==> src/rtl/parking_occupancy_ctrl_if.sv <==
// Sensor inputs and occupancy/status outputs of the parking occupancy controller.
// The master side drives the beams and error clear; the slave side is the controller.
interface parking_occupancy_ctrl_if #(
    parameter int CNT_W = 7
);
    logic             sens_a;
    logic             sens_b;
    logic             err_clr;
    logic [CNT_W-1:0] count;
    logic [3:0]       bcd_ones;
    logic [3:0]       bcd_tens;
    logic             lot_full;
    logic             lot_empty;
    logic             entry_pulse;
    logic             exit_pulse;
    logic             ovf_err;
    logic             unf_err;

    modport master (
        output sens_a,
        output sens_b,
        output err_clr,
        input  count,
        input  bcd_ones,
        input  bcd_tens,
        input  lot_full,
        input  lot_empty,
        input  entry_pulse,
        input  exit_pulse,
        input  ovf_err,
        input  unf_err
    );

    modport slave (
        input  sens_a,
        input  sens_b,
        input  err_clr,
        output count,
        output bcd_ones,
        output bcd_tens,
        output lot_full,
        output lot_empty,
        output entry_pulse,
        output exit_pulse,
        output ovf_err,
        output unf_err
    );
endinterface

==> src/rtl/parking_occupancy_ctrl.sv <==
// Parking-lot occupancy controller: beam debounce, entry/exit FSM,
// saturating BCD occupancy count and sticky overflow/underflow flags.
module parking_occupancy_ctrl #(
    parameter int CAPACITY        = 2,
    parameter int DEBOUNCE_CYCLES = 100000,
    parameter int CNT_W           = 7
) (
    input logic                     clk,
    input logic                     rst_n,
    parking_occupancy_ctrl_if.slave bus
);

    localparam int DB_W = $clog2(DEBOUNCE_CYCLES + 1);
    localparam logic [DB_W-1:0]  DB_LAST = DB_W'(DEBOUNCE_CYCLES - 1);
    localparam logic [CNT_W-1:0] CAP_C   = CNT_W'(CAPACITY);

    localparam logic [2:0] S_IDLE  = 3'd0;
    localparam logic [2:0] S_EN_A  = 3'd1;
    localparam logic [2:0] S_EN_AB = 3'd2;
    localparam logic [2:0] S_EN_B  = 3'd3;
    localparam logic [2:0] S_EX_B  = 3'd4;
    localparam logic [2:0] S_EX_AB = 3'd5;
    localparam logic [2:0] S_EX_A  = 3'd6;
    localparam logic [2:0] S_WAIT  = 3'd7;

    // bit 0 = outer beam A, bit 1 = inner beam B
    logic [1:0]      r_sync1;
    logic [1:0]      r_sync2;
    logic [1:0]      r_db;
    logic [DB_W-1:0] r_db_cnt [2];

    logic [2:0]       r_state;
    logic [2:0]       w_state_nxt;
    logic             w_entry;
    logic             w_exit;
    logic             w_a_only;
    logic             w_b_only;
    logic             w_both;
    logic             w_none;

    logic [CNT_W-1:0] r_count;
    logic [3:0]       r_ones;
    logic [3:0]       r_tens;
    logic             r_full;
    logic             r_empty;
    logic             r_entry_pulse;
    logic             r_exit_pulse;
    logic             r_ovf;
    logic             r_unf;

    logic [CNT_W-1:0] w_cnt_nxt;
    logic [3:0]       w_ones_nxt;
    logic [3:0]       w_tens_nxt;
    logic             w_inc;
    logic             w_dec;
    logic             w_ovf_set;
    logic             w_unf_set;

    always_ff @(posedge clk or negedge rst_n) begin
        if (!rst_n) begin
            r_sync1 <= 2'b00;
            r_sync2 <= 2'b00;
        end else begin
            r_sync1 <= {bus.sens_b, bus.sens_a};
            r_sync2 <= r_sync1;
        end
    end

    // Any cycle where the synced value agrees with the accepted one restarts the count
    always_ff @(posedge clk or negedge rst_n) begin
        if (!rst_n) begin
            r_db <= 2'b00;
            for (int i = 0; i < 2; i++) begin
                r_db_cnt[i] <= '0;
            end
        end else begin
            for (int i = 0; i < 2; i++) begin
                if (r_sync2[i] == r_db[i]) begin
                    r_db_cnt[i] <= '0;
                end else if (r_db_cnt[i] == DB_LAST) begin
                    r_db[i]     <= r_sync2[i];
                    r_db_cnt[i] <= '0;
                end else begin
                    r_db_cnt[i] <= r_db_cnt[i] + DB_W'(1);
                end
            end
        end
    end

    assign w_a_only =  r_db[0] & ~r_db[1];
    assign w_b_only = ~r_db[0] &  r_db[1];
    assign w_both   =  r_db[0] &  r_db[1];
    assign w_none   = ~r_db[0] & ~r_db[1];

    always_comb begin
        w_state_nxt = r_state;
        w_entry     = 1'b0;
        w_exit      = 1'b0;
        case (r_state)
            S_IDLE: begin
                unique case (1'b1)
                    w_a_only: w_state_nxt = S_EN_A;
                    w_b_only: w_state_nxt = S_EX_B;
                    w_both:   w_state_nxt = S_WAIT;
                    default:  ;
                endcase
            end
            S_EN_A: begin
                unique case (1'b1)
                    w_both:  w_state_nxt = S_EN_AB;
                    w_none:  w_state_nxt = S_IDLE;
                    default: ;
                endcase
            end
            S_EN_AB: begin
                unique case (1'b1)
                    w_b_only: w_state_nxt = S_EN_B;
                    w_a_only: w_state_nxt = S_EN_A;
                    w_none:   w_state_nxt = S_IDLE;
                    default:  ;
                endcase
            end
            S_EN_B: begin
                unique case (1'b1)
                    w_none: begin
                        w_state_nxt = S_IDLE;
                        w_entry     = 1'b1;
                    end
                    w_both:  w_state_nxt = S_EN_AB;
                    default: ;
                endcase
            end
            S_EX_B: begin
                unique case (1'b1)
                    w_both:  w_state_nxt = S_EX_AB;
                    w_none:  w_state_nxt = S_IDLE;
                    default: ;
                endcase
            end
            S_EX_AB: begin
                unique case (1'b1)
                    w_a_only: w_state_nxt = S_EX_A;
                    w_b_only: w_state_nxt = S_EX_B;
                    w_none:   w_state_nxt = S_IDLE;
                    default:  ;
                endcase
            end
            S_EX_A: begin
                unique case (1'b1)
                    w_none: begin
                        w_state_nxt = S_IDLE;
                        w_exit      = 1'b1;
                    end
                    w_both:  w_state_nxt = S_EX_AB;
                    default: ;
                endcase
            end
            S_WAIT: begin
                if (w_none) begin
                    w_state_nxt = S_IDLE;
                end
            end
            default: w_state_nxt = S_IDLE;
        endcase
    end

    always_ff @(posedge clk or negedge rst_n) begin
        if (!rst_n) begin
            r_state <= S_IDLE;
        end else begin
            r_state <= w_state_nxt;
        end
    end

    assign w_inc     = w_entry & (r_count != CAP_C);
    assign w_ovf_set = w_entry & (r_count == CAP_C);
    assign w_dec     = w_exit & (r_count != '0);
    assign w_unf_set = w_exit & (r_count == '0);

    // Digits track the binary count step by step, so no divider is needed
    always_comb begin
        w_cnt_nxt  = r_count;
        w_ones_nxt = r_ones;
        w_tens_nxt = r_tens;
        if (w_inc) begin
            w_cnt_nxt = r_count + CNT_W'(1);
            if (r_ones == 4'd9) begin
                w_ones_nxt = 4'd0;
                w_tens_nxt = r_tens + 4'd1;
            end else begin
                w_ones_nxt = r_ones + 4'd1;
            end
        end else if (w_dec) begin
            w_cnt_nxt = r_count - CNT_W'(1);
            if (r_ones == 4'd0) begin
                w_ones_nxt = 4'd9;
                w_tens_nxt = r_tens - 4'd1;
            end else begin
                w_ones_nxt = r_ones - 4'd1;
            end
        end
    end

    always_ff @(posedge clk or negedge rst_n) begin
        if (!rst_n) begin
            r_count       <= '0;
            r_ones        <= 4'd0;
            r_tens        <= 4'd0;
            r_full        <= 1'b0;
            r_empty       <= 1'b1;
            r_entry_pulse <= 1'b0;
            r_exit_pulse  <= 1'b0;
            r_ovf         <= 1'b0;
            r_unf         <= 1'b0;
        end else begin
            r_count       <= w_cnt_nxt;
            r_ones        <= w_ones_nxt;
            r_tens        <= w_tens_nxt;
            r_full        <= (w_cnt_nxt == CAP_C);
            r_empty       <= (w_cnt_nxt == '0);
            r_entry_pulse <= w_inc;
            r_exit_pulse  <= w_dec;
            r_ovf         <= w_ovf_set | (r_ovf & ~bus.err_clr);
            r_unf         <= w_unf_set | (r_unf & ~bus.err_clr);
        end
    end

    assign bus.count       = r_count;
    assign bus.bcd_ones    = r_ones;
    assign bus.bcd_tens    = r_tens;
    assign bus.lot_full    = r_full;
    assign bus.lot_empty   = r_empty;
    assign bus.entry_pulse = r_entry_pulse;
    assign bus.exit_pulse  = r_exit_pulse;
    assign bus.ovf_err     = r_ovf;
    assign bus.unf_err     = r_unf;

endmodule

==> src/flat_wrapper.sv <==
// flat-port wrapper written by rule: the top's interface ports become plain ports
module parking_occupancy_ctrl_flat 
#(
    parameter int CAPACITY        = 2,
    parameter int DEBOUNCE_CYCLES = 100000,
    parameter int CNT_W           = 7
)
  (clk, rst_n, bus_sens_a, bus_sens_b, bus_err_clr, bus_count, bus_bcd_ones, bus_bcd_tens, bus_lot_full, bus_lot_empty, bus_entry_pulse, bus_exit_pulse, bus_ovf_err, bus_unf_err);
  parking_occupancy_ctrl_if #(.CNT_W(CNT_W)) bus_i ();
  input logic clk;
  input logic rst_n;
  input wire logic [$bits(bus_i.sens_a)-1:0] bus_sens_a;
  input wire logic [$bits(bus_i.sens_b)-1:0] bus_sens_b;
  input wire logic [$bits(bus_i.err_clr)-1:0] bus_err_clr;
  output wire logic [$bits(bus_i.count)-1:0] bus_count;
  output wire logic [$bits(bus_i.bcd_ones)-1:0] bus_bcd_ones;
  output wire logic [$bits(bus_i.bcd_tens)-1:0] bus_bcd_tens;
  output wire logic [$bits(bus_i.lot_full)-1:0] bus_lot_full;
  output wire logic [$bits(bus_i.lot_empty)-1:0] bus_lot_empty;
  output wire logic [$bits(bus_i.entry_pulse)-1:0] bus_entry_pulse;
  output wire logic [$bits(bus_i.exit_pulse)-1:0] bus_exit_pulse;
  output wire logic [$bits(bus_i.ovf_err)-1:0] bus_ovf_err;
  output wire logic [$bits(bus_i.unf_err)-1:0] bus_unf_err;
  assign bus_i.sens_a = bus_sens_a;
  assign bus_i.sens_b = bus_sens_b;
  assign bus_i.err_clr = bus_err_clr;
  assign bus_count = bus_i.count;
  assign bus_bcd_ones = bus_i.bcd_ones;
  assign bus_bcd_tens = bus_i.bcd_tens;
  assign bus_lot_full = bus_i.lot_full;
  assign bus_lot_empty = bus_i.lot_empty;
  assign bus_entry_pulse = bus_i.entry_pulse;
  assign bus_exit_pulse = bus_i.exit_pulse;
  assign bus_ovf_err = bus_i.ovf_err;
  assign bus_unf_err = bus_i.unf_err;
  parking_occupancy_ctrl #(.CAPACITY(CAPACITY), .DEBOUNCE_CYCLES(DEBOUNCE_CYCLES), .CNT_W(CNT_W)) u_core (.clk(clk), .rst_n(rst_n), .bus(bus_i));
endmodule
==> config.mk <==
export PLATFORM = sky130hd
export DESIGN_NAME = parking_occupancy_ctrl_flat
export DESIGN_NICKNAME = d
export VERILOG_FILES = /design/src/rtl/parking_occupancy_ctrl_if.sv /design/src/rtl/parking_occupancy_ctrl.sv /design/src/flat_wrapper.sv
export SDC_FILE = /design/constraint.sdc
export NUM_CORES = 1
export LEC_CHECK = 0
export ABC_AREA = 1
export BUFFER_PORTS_ARGS = -buffer_cell sky130_fd_sc_hd__clkbuf_2
export CAP_MARGIN = 20
export CORE_MARGIN = 2
export CORE_UTILIZATION = 56
export CTS_CLUSTER_SIZE = 20
export DETAILED_ROUTE_END_ITERATION = 8
export GPL_TIMING_DRIVEN = 0
export PLACE_DENSITY = 0.72
export SLEW_MARGIN = 25
export SYNTH_ARGS = -nofsm -noshare
export SYNTH_HDL_FRONTEND = slang
export SYNTH_SLANG_ARGS = --single-unit
==> constraint.sdc <==
create_clock -name clk -period 2.9 [get_ports clk]
set_clock_uncertainty 0.15 [all_clocks]
set_input_delay 0.29 -clock clk [delete_from_list [all_inputs] [get_ports clk]]
set_output_delay 0.29 -clock clk [all_outputs]
set_load 0.01 [all_outputs]
==> impl_metrics.env, run 1 <==
export IMPL_worstSetupPathType="flip-flop to flip-flop"
export IMPL_ff_latch_area_sq_um=1600
export IMPL_final_cells=587
export IMPL_grtUsageTotal_pct=22.6
export IMPL_yosysUniqueCellTypes=37
export IMPL_setup_viol=0
export IMPL_rr_startpoint="u_core.bus.count[0]"
export IMPL_ys_ff_latch=64
export IMPL_multi_input_area_sq_um=1860
export IMPL_vias=3184
export IMPL_gp_congestion=0.949
export IMPL_clock_latency_ps=350
export IMPL_yosysTopAreaCell="dfrtp_1"
export IMPL_period_minus_slack_ps=2470
export IMPL_worstMarginPinSlew_ps=579
export IMPL_hold_buffers=4
export IMPL_finish_utilization_pct=65.2
export IMPL_synthesis_area_sq_um=3750
export IMPL_crit_fanout=10
export IMPL_synth_nets=485
export IMPL_io_pins=26
export IMPL_cts_tree="yes"
export IMPL_dp_cells=569
export IMPL_p_seq_share_pct=56.5
export IMPL_cts_setup_buffers=0
export IMPL_start_util_pct=58.4
export IMPL_coreArea_sq_um=6420
export IMPL_drtPass1Iterations=5
export IMPL_diodes=0
export IMPL_p_switching_w=0.000365
export IMPL_nFillCells=577
export IMPL_rows=29
export IMPL_final_cell_mix="nand2_1, inv_1, dfrtp_1, nor2_1, nand3_1"
export IMPL_grt_pass1_vias=2928
export IMPL_dpl_hpwl_mm=5.63
export IMPL_startpoint_type="flip-flop"
export IMPL_hold_class="flip-flop to flip-flop"
export IMPL_tns_ps=0
export IMPL_slew_headroom_pct=61.0
export IMPL_synth_area_leaders="dfrtp_1, nand2_1, inv_1"
export IMPL_synth_top_area_share_pct=42.1
export IMPL_rsz0062_at_grt="false"
export IMPL_root_buffer="clkbuf_8"
export IMPL_fin_crit_sh_pct=85.2
export IMPL_finalPower_w=0.00161
export IMPL_fin_nets=526
export IMPL_drt_initial_drc_count=149
export IMPL_numPortBuffers=25
export IMPL_max_freq_mhz=405
export IMPL_overflow=0
export IMPL_reg2reg_depth=14
export IMPL_p_comb_share_pct=3.1
export IMPL_synthCells=466
export IMPL_cp_end_kind="flip-flop"
export IMPL_final_common_cell="nand2_1"
export IMPL_clock_sinks=64
export IMPL_ys_flop_type="dfrtp_1"
export IMPL_max_cap_violations=0
export IMPL_synth_edff_count=0
export IMPL_status="finished, final reports clean"
export IMPL_grt_max_degree=37
export IMPL_cts_resized=0
export IMPL_hold_path_startpoint="u_core.r_sync1[0]"
export IMPL_die_h_um=85.8
export IMPL_antenna_found_initial=0
export IMPL_cts_max_level=3
export IMPL_die_w_um=85.8
export IMPL_synthToLayoutAreaGrowth_pct=11.7
export IMPL_cts_buffers=9
export IMPL_layout_drive_gt1_share_pct=13.1
export IMPL_ys_warn_count=0
export IMPL_syn_avg_cell_area_sq_um=8.04
export IMPL_grt_pass1_wl_mm=13.3
export IMPL_vdd_drop_max_uv=211
export IMPL_power_density_nw_per_um2=384
export IMPL_antenna_left=0
export IMPL_arrival_ps=2550
export IMPL_clockPowerShare_pct=40.4
export IMPL_clk_pin_slew_ps=70
export IMPL_finalMaxSlewViolations=0
export IMPL_p_int_w=0.00124
export IMPL_async_flop_share_pct=100
export IMPL_hold_viol=0
export IMPL_seq_area_frac_synth_pct=42.8
export IMPL_totalWireLength_mm=7.73
export IMPL_cts_buffer_depth=2
export IMPL_cp_startpoint="u_core.bus.count[0]"
export IMPL_p_sw_share_pct=22.7
export IMPL_die_area_sq_um=7360
export IMPL_avgViaCountPerCell=5.42
export IMPL_hold_depth=0
export IMPL_p_leak_nw=1.96
export IMPL_drc_errors=0
export IMPL_cp_data_required_time_ps=2980
export IMPL_routedWlPerCell_um=13.2
[critical path, stage by stage (launching register included)]
cell and delay, ps:
dfrtp_1 450, inv_1 170, ha_1 160, inv_1 40
nor2_1 160, nand3_4 160, nand2_4 130, buf_6 160
nand2_2 60, nand2_1 70, inv_1 50, ha_1 170
a21oi_1 180, xor2_1 170, o21ai_1 70
[kinds of logic (layout without fill, tap and decap cells)]
logic type | after synthesis | after routing | share of synthesized area, %
AOI/OAI and AO/OA | 35 | 35 | 5.61
xor gates and xnor gates | 17 | 17 | 3.97
adders and majority gates | 14 | 14 | 4.67
buffers and inverters | 73 | 117 | 7.58
DFF | 64 | 64 | 42.8
and+or+nand+nor | 263 | 263 | 35.4
[layer usage]
layer	global-route usage (%)	vias to the layer above	share of wire [%]
li1	-	1618	-
met1	29.8	1448	45
met2	37.0	102	48
met3	3.95	16	4.7
met4	9.24	0	1.9
met5	0	-	0
[state kept, by name, indices dropped and copies added (netlist names), 2 cells and up]
signal / count
u_core.bus.count: 7
u_core.r_sync1: 2
u_core.r_db_cnt: 34
u_core.r_sync2: 2
u_core.bus.bcd_ones: 4
u_core.r_state: 3
u_core.r_db: 2
u_core.bus.bcd_tens: 4
[through the flow]
| stage | hold slack, ps | instance area, sq um | setup WS (ps) |
|---|---|---|---|
| 4_1_cts | 228 | 4190 | 400 |
| 3_5_place_dp | 129 | 3990 | 458 |
| 3_3_place_gp | 190 | 3970 | 491 |
| 5_1_grt | 227 | 4190 | 182 |
| 6_report | 223 | 4190 | 430 |
| 2_1_floorplan | -156 | 3750 | 675 |
[cell type report]
cell class	count	share of cell area, %
Clock inverter	1	0.120
Timing Repair Buffer	30	4.48
Clock buffer	13	3.56
Buffer	2	0.359
Tap cell	77	2.30
Sequential cell	64	38.3
Multi-Input combinational cell	329	44.5
Inverter	71	6.43
[power groups by stage]
stage | Combinational, W | Clock, W | Sequential [W]
after floorplan | 0.0000181 | 0 | 0.000923
after global placement | 0.0000428 | 0 | 0.000925
after detailed placement | 0.0000474 | 0 | 0.000925
after CTS | 0.0000514 | 0.000664 | 0.000908
after global routing | 0.0000582 | 0.000705 | 0.000909
final | 0.0000494 | 0.000649 | 0.000908
[cell usage after synthesis, types with 8 or more instances]
library cell	instances
xor2_1	15
nor3_1	17
dfrtp_1	63
nand3_1	46
o21ai_0	8
inv_1	65
a21oi_1	11
nand2_1	84
nor4_1	14
nand4_1	18
nor2_1	53
ha_1	14
[final timing paths]
kind / slack (ps) / end
hold / removal: 220 / u_core.r_sync2[0]
hold reg to reg: 220 / u_core.r_sync2[0]
min in group asynchronous: 290 / u_core.r_db_cnt[21]
setup / recovery: 430 / u_core.bus.bcd_tens[2]
max in group asynchronous: 1790 / u_core.r_db_cnt[30]
setup reg to reg: 430 / u_core.bus.bcd_tens[2]
Note: power is estimated with default switching activity, not from simulation.
==> inputs of run 2 (changes only) <==
--- a/config.mk
+++ b/config.mk
@@ -13,6 +13,7 @@
 export CTS_CLUSTER_SIZE = 20
 export DETAILED_ROUTE_END_ITERATION = 8
 export GPL_TIMING_DRIVEN = 0
+export MAX_ROUTING_LAYER = met4
 export PLACE_DENSITY = 0.72
 export SLEW_MARGIN = 25
 export SYNTH_ARGS = -nofsm -noshare
==> run 2 against run 1 <==
  * Combinational power is 2% higher
  * Utilization is 0.53 points higher
  * Register-to-register slack better by 30 ps
  * Die area stayed put
  * Hold slack worse by 14 ps
  * Critical endpoint is now u_core.bus.bcd_tens[3]
==> impl_metrics.env, run 2 (same netlist as run 1, synthesis figures left out) <==
export IMPL_antenna_found_initial=0
export IMPL_die_area_sq_um=7360
export IMPL_post_place_ws_ps=461
export IMPL_dp_cells=569
export IMPL_finalMaxSlewViolations=0
export IMPL_rows=29
export IMPL_grtUsageTotal_pct=24.0
export IMPL_clock_sinks=64
export IMPL_clockPowerShare_pct=44.3
export IMPL_p_sw_share_pct=22.4
export IMPL_grt_pass1_wl_mm=13.6
export IMPL_fin_nets=526
export IMPL_start_util_pct=58.4
export IMPL_startpoint_type="flip-flop"
export IMPL_cts_resized=0
export IMPL_final_common_cell="nand2_1"
export IMPL_tns_ps=0
export IMPL_coreArea_sq_um=6420
export IMPL_final_cell_mix="nand2_1, inv_1, dfrtp_1, nor2_1, nand3_1"
export IMPL_root_buffer="clkbuf_8"
export IMPL_layout_drive_gt1_share_pct=13.5
export IMPL_final_cells=588
export IMPL_max_cap_violations=0
export IMPL_cp_data_required_time_ps=2980
export IMPL_postPlaceCellArea_sq_um=3990
export IMPL_grt_max_degree=36
export IMPL_avgViaCountPerCell=5.47
export IMPL_dpl_hpwl_mm=5.75
export IMPL_setup_viol=0
export IMPL_synthToLayoutAreaGrowth_pct=12.6
export IMPL_hold_class="flip-flop to flip-flop"
export IMPL_drc_errors=0
export IMPL_stdcell_area_sq_um=4220
export IMPL_largest_reg_flops=34
export IMPL_max_freq_mhz=410
export IMPL_drtPass1Iterations=5
export IMPL_vdd_drop_max_uv=211
export IMPL_cp_slowest_stage_delay_ps=460
export IMPL_multi_input_area_sq_um=1860
export IMPL_io_pins=26
export IMPL_rsz0062_at_grt="false"
export IMPL_status="finished, final reports clean"
export IMPL_p_leak_nw=1.97
export IMPL_cts_buffers=9
export IMPL_routedWlPerCell_um=13.1
export IMPL_nFillCells=558
export IMPL_p_int_w=0.00133
export IMPL_cp_top_family="simple AND/OR/NAND/NOR gates"
export IMPL_cp_end_kind="flip-flop"
export IMPL_cts_tree="yes"
export IMPL_slowest_stage="dfrtp_1"
export IMPL_die_h_um=85.8
export IMPL_p_comb_share_pct=2.9
export IMPL_p_seq_share_pct=52.8
export IMPL_vias=3219
export IMPL_arrival_ps=2520
export IMPL_worst_path_buf_inv=2
export IMPL_overflow=0
export IMPL_slew_headroom_pct=59.6
export IMPL_die_w_um=85.8
export IMPL_worstMarginPinSlew_ps=601
export IMPL_cts_buffer_depth=2
export IMPL_clk_pin_slew_ps=70
export IMPL_diodes=0
export IMPL_drt_initial_drc_count=157
export IMPL_p_switching_w=0.000386
export IMPL_ff_latch_area_sq_um=1600
export IMPL_hold_viol=0
export IMPL_worstPathCellList="inv_1 > ha_1 > nand2_4 > nor2_8 > nand2_4 > buf_6 > ha_1 > nand2_1 > nand3b_1 > nand2_1 > nand2_1 > nand3_1 > nand2_1"
export IMPL_crit_fanout=10
export IMPL_path_common_cell="nand2_1"
export IMPL_numPortBuffers=25
export IMPL_antenna_left=0
export IMPL_clock_latency_ps=330
export IMPL_cts_max_level=3
export IMPL_totalWireLength_mm=7.73
export IMPL_gp_congestion=0.954
export IMPL_setup_ws_ps=462
export IMPL_period_minus_slack_ps=2440
export IMPL_largest_register="u_core.r_db_cnt"
export IMPL_fin_crit_sh_pct=84.1
export IMPL_worstSetupPathType="flip-flop to flip-flop"
export IMPL_power_density_nw_per_um2=408
export IMPL_grt_pass1_vias=3076
## run 2: area by class of cell
| class | count | share of cell area, % |
|---|---|---|
| clock buffer | 12 | 3.44 |
| timing repair buffer | 30 | 4.45 |
| inverter | 71 | 6.37 |
| tap | 77 | 2.28 |
| buffer | 2 | 0.356 |
| multi-input combinational | 329 | 44.1 |
| clock inverter | 3 | 1.01 |
| sequential | 64 | 38.0 |
## run 2: path summary, 6_finish.rpt
| kind | slack [ps] | to | cells after the start | from |
|---|---|---|---|---|
| worst min register to register | 210 | u_core.r_sync2[1] | 0 | u_core.r_sync1[1] |
| worst max register to register | 460 | u_core.bus.bcd_tens[3] | 13 | u_core.r_db[1] |
| worst min-delay path | 210 | u_core.r_sync2[1] | 0 | u_core.r_sync1[1] |
| max in group asynchronous | 1770 | u_core.bus.bcd_ones[2] | 3 | rst_n |
| worst max-delay path | 460 | u_core.bus.bcd_tens[3] | 13 | u_core.r_db[1] |
| min in group asynchronous | 300 | u_core.r_db_cnt[23] | 2 | rst_n |
## run 2: timing repair
item / in CTS / in global routing
hold endpoints to repair: 31 / 0
setup buffers: 0 / 0
hold buffers: 4 / 0
endpoints found under the setup margin: 0 / 0
## run 2: routing by layer
metal	track usage [%]	vias up	share of wire, %
met5	-	-	0
met4	10.7	0	2.0
met3	3.85	14	3.0
met2	39.2	68	49
met1	29.4	1517	46
li1	-	1620	-
## run 2: per-stage QoR
step	hold WS [ps]	util (%)	total power, W
after floorplan	-156	-	0.000942
after global placement	190	61.8	0.000967
after detailed placement	137	62.2	0.000973
after CTS	208	65.7	0.00174
after global routing	220	65.7	0.00178
final	210	65.7	0.00172
## run 2: power by group through the flow
stage	sequential (W)	combinational, W	clock [W]
floorplan	0.000923	0.0000181	0
global placement	0.000924	0.0000428	0
detailed placement	0.000925	0.0000484	0
CTS	0.000907	0.0000523	0.000781
global route	0.000908	0.0000595	0.000816
finish	0.000908	0.0000502	0.000762
